<file path="config.mk">
export PLATFORM = sky130hd
export DESIGN_NAME = seg7_scan_mux
export DESIGN_NICKNAME = d
export VERILOG_FILES = /design/src/rtl/seg7_pkg.sv /design/src/rtl/seg7_refresh_ctr.sv /design/src/rtl/seg7_scan_mux.sv
export SDC_FILE = /design/constraint.sdc
export NUM_CORES = 1
export LEC_CHECK = 0
export BUFFER_PORTS_ARGS = -buffer_cell sky130_fd_sc_hd__buf_4
export CAP_MARGIN = 20
export CORE_UTILIZATION = 43
export DETAILED_ROUTE_END_ITERATION = 16
export MAX_ROUTING_LAYER = met4
export PLACE_DENSITY = 0.69
export SKIP_CTS_REPAIR_TIMING = 1
export SYNTH_ARGS = -nofsm -noshare
export SYNTH_HDL_FRONTEND = slang
export SYNTH_SLANG_ARGS = --single-unit
</file>
<file path="constraint.sdc">
create_clock -name clk -period 3.8 [get_ports clk]
set_input_delay 0.19 -clock clk [delete_from_list [all_inputs] [get_ports clk]]
set_output_delay 0.19 -clock clk [all_outputs]
set_load 0.02 [all_outputs]
</file>
<file path="src/rtl/seg7_pkg.sv">
// Shared types and constants for the 4-digit 7-segment scanner.
//   NUM_DIGITS   : number of multiplexed digits on the board
//   nibble_t     : one hex digit value
//   digit_idx_t  : index of the digit currently being scanned
//   slot_phase_t : BLANK (anodes forced off) or DRIVE (anode may be on)
package seg7_pkg;

  localparam int NUM_DIGITS = 4;

  typedef logic [3:0] nibble_t;
  typedef logic [1:0] digit_idx_t;

  typedef enum logic {
    SLOT_BLANK = 1'b0,
    SLOT_DRIVE = 1'b1
  } slot_phase_t;

endpackage

</file>
<file path="src/rtl/seg7_refresh_ctr.sv">
// Slot/digit timing for the 7-segment scanner.
// Ports:
//   clk, rst_n      : clock, asynchronous active-low reset
//   cnt_o           : slot cycle count for the upcoming cycle
//   idx_o           : digit index for the upcoming cycle
//   phase_o         : BLANK/DRIVE phase for the upcoming cycle
//   frame_wrap_o    : high when the coming edge moves idx from 3 back to 0
// The cnt/idx/phase outputs are next-state values so the parent can register
// its outputs from them and stay cycle-aligned with the counter.
module seg7_refresh_ctr
  import seg7_pkg::*;
#(
  parameter int REFRESH_DIV  = 100000,
  parameter int BLANK_CYCLES = 8,
  localparam int CW = (REFRESH_DIV > 1) ? $clog2(REFRESH_DIV) : 1
) (
  input  logic          clk,
  input  logic          rst_n,
  output logic [CW-1:0] cnt_o,
  output digit_idx_t    idx_o,
  output slot_phase_t   phase_o,
  output logic          frame_wrap_o
);

  logic [CW-1:0] cnt_q, cnt_d;
  digit_idx_t    idx_q, idx_d;
  // run_q is low only for the first edge after reset: that edge represents
  // cycle (cnt=0, idx=0) rather than advancing past it, so the first visible
  // cycle after reset release is the start of a frame.
  logic          run_q, run_d;

  always_ff @(posedge clk or negedge rst_n) begin
    if (!rst_n) begin
      cnt_q <= '0;
      idx_q <= '0;
      run_q <= 1'b0;
    end else begin
      cnt_q <= cnt_d;
      idx_q <= idx_d;
      run_q <= run_d;
    end
  end

  always_comb begin
    cnt_d        = cnt_q;
    idx_d        = idx_q;
    run_d        = 1'b1;
    frame_wrap_o = 1'b0;
    if (run_q) begin
      if (cnt_q == CW'(REFRESH_DIV - 1)) begin
        cnt_d        = '0;
        idx_d        = idx_q + 2'd1;
        frame_wrap_o = (idx_q == 2'd3);
      end else begin
        cnt_d = cnt_q + CW'(1);
      end
    end
  end

  assign cnt_o = cnt_d;
  assign idx_o = idx_d;

  generate
    if (BLANK_CYCLES == 0) begin : g_no_blank
      assign phase_o = SLOT_DRIVE;
    end else begin : g_blank
      assign phase_o = (cnt_d < CW'(BLANK_CYCLES)) ? SLOT_BLANK : SLOT_DRIVE;
    end
  endgenerate

endmodule

</file>
<file path="src/rtl/seg7_scan_mux.sv">
// Time-multiplexed scanner for a 4-digit common-anode 7-segment display.
// A frame-coherent snapshot of digits/dp/enables is taken when the scan wraps
// from digit 3 to digit 0; each digit then gets a fixed slot whose first
// BLANK_CYCLES cycles keep all anodes off to suppress ghosting.
// Ports:
//   clk, rst_n : clock, asynchronous active-low reset
//   digits_i   : four nibbles, digit k at [4k+3:4k], digit 0 rightmost
//   dp_i       : decimal point per digit, 1 = lit
//   en_i       : digit enable, 1 = displayed
//   digit_o    : nibble of the active digit (to hex7seg)
//   an_o       : anode select, active low
//   dp_o       : decimal point, active low
//   frame_o    : one-cycle pulse on the first cycle of each frame
module seg7_scan_mux
  import seg7_pkg::*;
#(
  parameter int REFRESH_DIV  = 100000,
  parameter int BLANK_CYCLES = 8
) (
  input  logic        clk,
  input  logic        rst_n,
  input  logic [15:0] digits_i,
  input  logic [3:0]  dp_i,
  input  logic [3:0]  en_i,
  output logic [3:0]  digit_o,
  output logic [3:0]  an_o,
  output logic        dp_o,
  output logic        frame_o
);

  localparam int CW = (REFRESH_DIV > 1) ? $clog2(REFRESH_DIV) : 1;

  logic [CW-1:0] cnt_nxt;
  digit_idx_t    idx_nxt;
  slot_phase_t   phase_nxt;
  logic          frame_wrap;

  seg7_refresh_ctr #(
    .REFRESH_DIV  (REFRESH_DIV),
    .BLANK_CYCLES (BLANK_CYCLES)
  ) u_ctr (
    .clk          (clk),
    .rst_n        (rst_n),
    .cnt_o        (cnt_nxt),
    .idx_o        (idx_nxt),
    .phase_o      (phase_nxt),
    .frame_wrap_o (frame_wrap)
  );

  logic [15:0] dig_s_q, dig_s_d;
  logic [3:0]  dp_s_q,  dp_s_d;
  logic [3:0]  en_s_q,  en_s_d;
  nibble_t     digit_q, digit_d;
  logic [3:0]  an_q,    an_d;
  logic        dp_q,    dp_d;
  logic        frame_q, frame_d;
  logic        drive;

  always_ff @(posedge clk or negedge rst_n) begin
    if (!rst_n) begin
      dig_s_q <= '0;
      dp_s_q  <= '0;
      en_s_q  <= '0;
      digit_q <= '0;
      an_q    <= 4'b1111;
      dp_q    <= 1'b1;
      frame_q <= 1'b0;
    end else begin
      dig_s_q <= dig_s_d;
      dp_s_q  <= dp_s_d;
      en_s_q  <= en_s_d;
      digit_q <= digit_d;
      an_q    <= an_d;
      dp_q    <= dp_d;
      frame_q <= frame_d;
    end
  end

  always_comb begin
    // Inputs only matter on the frame-wrap edge, so a frame never tears.
    dig_s_d = frame_wrap ? digits_i : dig_s_q;
    dp_s_d  = frame_wrap ? dp_i     : dp_s_q;
    en_s_d  = frame_wrap ? en_i     : en_s_q;

    // Output flops are fed from next-state values so they line up with the
    // counter cycle they describe. digit_o is valid during BLANK too, letting
    // the segment decoder settle before the anode switches on.
    digit_d = dig_s_d[{idx_nxt, 2'b00} +: 4];
    drive   = (phase_nxt == SLOT_DRIVE) && en_s_d[idx_nxt];
    an_d    = drive ? ~(4'b0001 << idx_nxt) : 4'b1111;
    dp_d    = drive ? ~dp_s_d[idx_nxt] : 1'b1;
    frame_d = (cnt_nxt == '0) && (idx_nxt == 2'd0);
  end

  assign digit_o = digit_q;
  assign an_o    = an_q;
  assign dp_o    = dp_q;
  assign frame_o = frame_q;

endmodule

</file>
==> flow_metrics.py <==
metrics = {
    "critical_path": {
        "critPathBufInv": 0,
        "reg2reg_from": "u_ctr.cnt_q[6]$_DFF_PN0_",
        "worst_r2r_endpoint": "digit_o[1]$_DFF_PN0_",
        "worst-r2r-cell-count": 6,
        "slowest_delay_ns": 0.55,
        "setup.worst_path.end_class": "register",
        "cp_top_family": "simple AND/OR/NAND/NOR gates",
        "startpoint_type": "register",
        "critical_path_required_ns": 4.00,
        "worstPathCellList": "or4b_4 -> nor4_4 -> nand3_4 -> mux2_4 -> mux2_2 -> mux2_2",
        "worst_path_max_delay_cell": "sky130_fd_sc_hd__or4b_4",
        "timing.reg2reg.setup_slack_ns": 0.86,
        "crit_fanout": 24,
        "critPathArrivalTime_ns": 3.14,
        "criticalPathCategory": "reg -> reg",
        "cp_common_cell": "sky130_fd_sc_hd__mux2_2",
    },
    "run_status": {
        "status": "complete, no violations",
    },
    "placed_design": {
        "gp_routability_congestion": 0.749,
        "dpl_worst_slack_ns": 0.852,
        "numPortBuffers": 35,
        "postPlaceCellArea_um2": 3130,
        "hpwl_after_dpl_um": 3680,
    },
    "synth": {
        "synth_top_family_by_area": "multiplexers",
        "complex_gate_fraction_of_the_synthesized_area_pct": 5.18,
        "synth-xor-area-share_pct": 5.53,
        "ys_dominant_reg_cell": "sky130_fd_sc_hd__dfrtp_1",
        "synth-edff-count": 0,
        "syn_area_um2": 2850,
        "synth.yosys.warnings": 0,
        "synth.area.top_cells": "sky130_fd_sc_hd__dfrtp_1 43%, sky130_fd_sc_hd__mux2_2 6.7%, sky130_fd_sc_hd__mux2_4 6.3%, sky130_fd_sc_hd__dfstp_2 4.6%, sky130_fd_sc_hd__xnor2_1 3.4%",
        "post_synthesis_cell_count": 243,
        "synthMuxAreaShare_pct": 20.1,
        "synth.distinct_cells": 46,
        "adder_cell_fraction_of_synth_area_pct": 0.878,
        "ys_async_sr_fraction_pct": 100,
        "number_of_synthesized_register_bits": 54,
        "synth_largest_type_area_fraction_pct": 43.0,
        "synth_fp_nets": 271,
        "synth_seq_area_share_pct": 47.7,
        "synth_top_area_cell": "sky130_fd_sc_hd__dfrtp_1",
        "synth_simple_gate_area_share_pct": 17.0,
        "postSynthAreaPerCell_um2": 11.7,
    },
    "route": {
        "drt_iter0_markers": 81,
        "route.detailed.vias_per_inst": 5.51,
        "drtAntennaViolNets": 0,
        "detail_route.drc_violations": 0,
        "wl_per_cell_um": 15.0,
        "wirelength_um": 5230,
        "num_vias": 1918,
        "tritonroute_pass_1_iters": 4,
    },
    "timing": {
        "finalWorstPathRequiredPeriod_ns": 2.94,
        "timing.setup.tns_ns": 0,
        "drv_slew": 0,
        "rsz_0062_raised_after_global_routing": "false",
        "timing.max_slew.rel_slack_pct": 55.8,
        "report.final.setup_viol": 0,
        "final_min_period_over_clock_period_pct": 77.4,
        "worst-slew-pin-transition_ns": 0.663,
        "setup_slack_ns": 0.861,
        "clock_skew_ns": 0.00717,
        "hold_viol_final": 0,
        "highest_clock_frequency_the_design_can_meet_mhz": 340,
    },
    "power_and_ir_drop": {
        "leak_pwr_nw": 1.44,
        "power.share.sequential_pct": 53.5,
        "internal-power_w": 0.000941,
        "switching_power_w": 0.000357,
        "power.density_cell_area_nw_per_um2": 400,
        "p_total_w": 0.00130,
        "irDropWorstVdd_mv": 0.238,
        "power.share.clock_pct": 29.1,
        "power.combinational.fraction_pct": 17.4,
        "sw_frac_of_total_pct": 27.5,
    },
    "clock_network": {
        "htree_levels": 2,
        "tritoncts": "built",
        "number_of_sinks_driven_by_the_clock_tree": 54,
        "tritoncts_buffer_count": 5,
        "clk_pin_slew_worst_paths_ns": 0.09,
        "clock_insertion_delay_worst_skew_ns": 0.31,
        "clockBufferDepth": 2,
        "cts_root_buf": "sky130_fd_sc_hd__clkbuf_8",
    },
    "grt": {
        "overflow_left_after_global_routing": 0,
        "vias_in_the_first_global_route": 1945,
        "globalRouteTotalUtil_pct": 17.2,
        "number_of_antenna_violations_at_the_first_check_in_global_routing": 0,
        "grt_max_degree": 55,
        "grt_pass1_wl_um": 9250,
    },
    "layout": {
        "utilization_pct": 50.9,
        "postLayoutCellArea_um2": 3250,
        "count_of_inserted_antenna_diode_cells": 0,
        "proportion_of_layout_cells_with_a_drive_suffix_above_1_pct": 31.0,
        "nets": 298,
        "fillerInstances": 567,
        "syn2layout_area_growth_pct": 14.0,
    },
    "floorplanning": {
        "die-height_um": 83.4,
        "start_util_pct": 44.6,
        "core.rowCount": 29,
        "placeableCoreArea_um2": 6390,
        "io_pins": 36,
        "die-width_um": 83.4,
        "die_area_um2": 6950,
    },
    "run": {
        "max_cap_violations": 0,
    },
    "hold_path": {
        "hold-path-endpoint": "dp_s_q[2]$_DFF_PN0_",
        "worst_hold_path_type": "in -> reg",
        "hold_start": "dp_i[2]",
        "hold_depth": 2,
    },
}
-- cell families (layout without fill, tap and decap cells) --
group	Yosys count	after routing
compound gates	20	20
xor+xnor	18	18
fa+ha+maj	2	2
buf+inv	22	50
flops	54	54
mux	43	43
other cells	1	1
simple gates	83	83
-- sequential cells by signal (all words and copies together) (netlist names) --
| name | count |
|---|---|
| an_o | 4 |
| u_ctr.idx_q | 2 |
| dp_o | 1 |
| en_s_q | 4 |
| dig_s_q | 16 |
| dp_s_q | 4 |
| digit_o | 4 |
| frame_o | 1 |
| u_ctr.cnt_q | 17 |
| u_ctr.run_q | 1 |
-- through the flow --
step	hold WS, ns	cells
2_1_floorplan	-0.106	243
3_3_place_gp	0.272	339
3_5_place_dp	0.274	339
4_1_cts	-0.0631	347
5_1_grt	0.0884	348
6_report	0.102	348
-- placed cells by master, fill, tap and decap left out, types with 8 or more instances in the layout --
cell / count
sky130_fd_sc_hd__xnor2_1: 11
sky130_fd_sc_hd__nor2_1: 18
sky130_fd_sc_hd__buf_4: 36
sky130_fd_sc_hd__mux2_1: 8
sky130_fd_sc_hd__nand2_1: 13
sky130_fd_sc_hd__nand4_1: 13
sky130_fd_sc_hd__mux2_2: 17
sky130_fd_sc_hd__dfrtp_1: 49
sky130_fd_sc_hd__nand3_1: 8
sky130_fd_sc_hd__mux2_4: 12
-- synthesized netlist by cell type, drive strengths merged, types with 3 or more instances --
| library cell | n |
|---|---|
| o22ai | 3 |
| nor4 | 3 |
| nand3 | 9 |
| clkbuf | 10 |
| mux4 | 4 |
| nor4b | 3 |
| nor3 | 5 |
| nand4 | 13 |
| nor2 | 18 |
| a311o | 3 |
| inv | 5 |
| dfstp | 5 |
| or3 | 3 |
| nand2 | 13 |
| mux2 | 37 |
| dfrtp | 49 |
| and3 | 3 |
| xnor2 | 11 |
| and4 | 4 |
| a31oi | 4 |
| o21ai | 3 |
| buf | 7 |
| xor2 | 7 |
-- cell type report --
type                    instances  area (um2)  share of cell area (%)
multi-input cells             167        1390                    42.8
well taps                      77        96.3                    2.97
inverters                       5        18.8                   0.578
clock buffers                   7        76.3                    2.35
flip-flops and latches         54        1360                    41.8
clock inverters                 1        30.0                   0.924
repair buffers                 37         280                    8.63
-- worst max path at each step --
stage	startpoint	end	slack, ns	cells after the start
2_1_floorplan	u_ctr.cnt_q[5]$_DFF_PN0_	digit_o[0]$_DFF_PN0_	1.15	7
3_3_place_gp	u_ctr.cnt_q[6]$_DFF_PN0_	digit_o[3]$_DFF_PN0_	0.90	6
3_5_place_dp	u_ctr.cnt_q[5]$_DFF_PN0_	digit_o[1]$_DFF_PN0_	0.85	6
4_1_cts	u_ctr.cnt_q[6]$_DFF_PN0_	digit_o[1]$_DFF_PN0_	0.83	6
5_1_grt	u_ctr.cnt_q[6]$_DFF_PN0_	digit_o[1]$_DFF_PN0_	0.74	6
6_report	u_ctr.cnt_q[6]$_DFF_PN0_	digit_o[1]$_DFF_PN0_	0.86	6
-- power groups by stage --
stage	Combinational, W	Sequential [W]	Clock [W]
6_report	0.000225	0.000695	0.000378
5_1_grt	0.000254	0.000706	0.000415
4_1_cts	0.000227	0.000694	0.000389
3_5_place_dp	0.000225	0.000704	0
3_3_place_gp	0.000224	0.000705	0
2_1_floorplan	0.000160	0.000687	0
-- layer usage --
metal	part of all wire [%]	vias to the layer above	track usage [%]
met2	46	30	25.4
met3	3.1	9	3.68
li1	-	934	-
met1	49	945	23.4
met4	1.9	0	6.27
met5	0	-	-
-- worst reg2reg max path, delay by kind of cell (launching register included) --
| family | cells | cell delay [ns] |
|---|---|---|
| simple gates | 3 | 1.39 |
| flops | 1 | 0.46 |
| mux | 3 | 0.97 |
(Power assumes the default switching activity.)
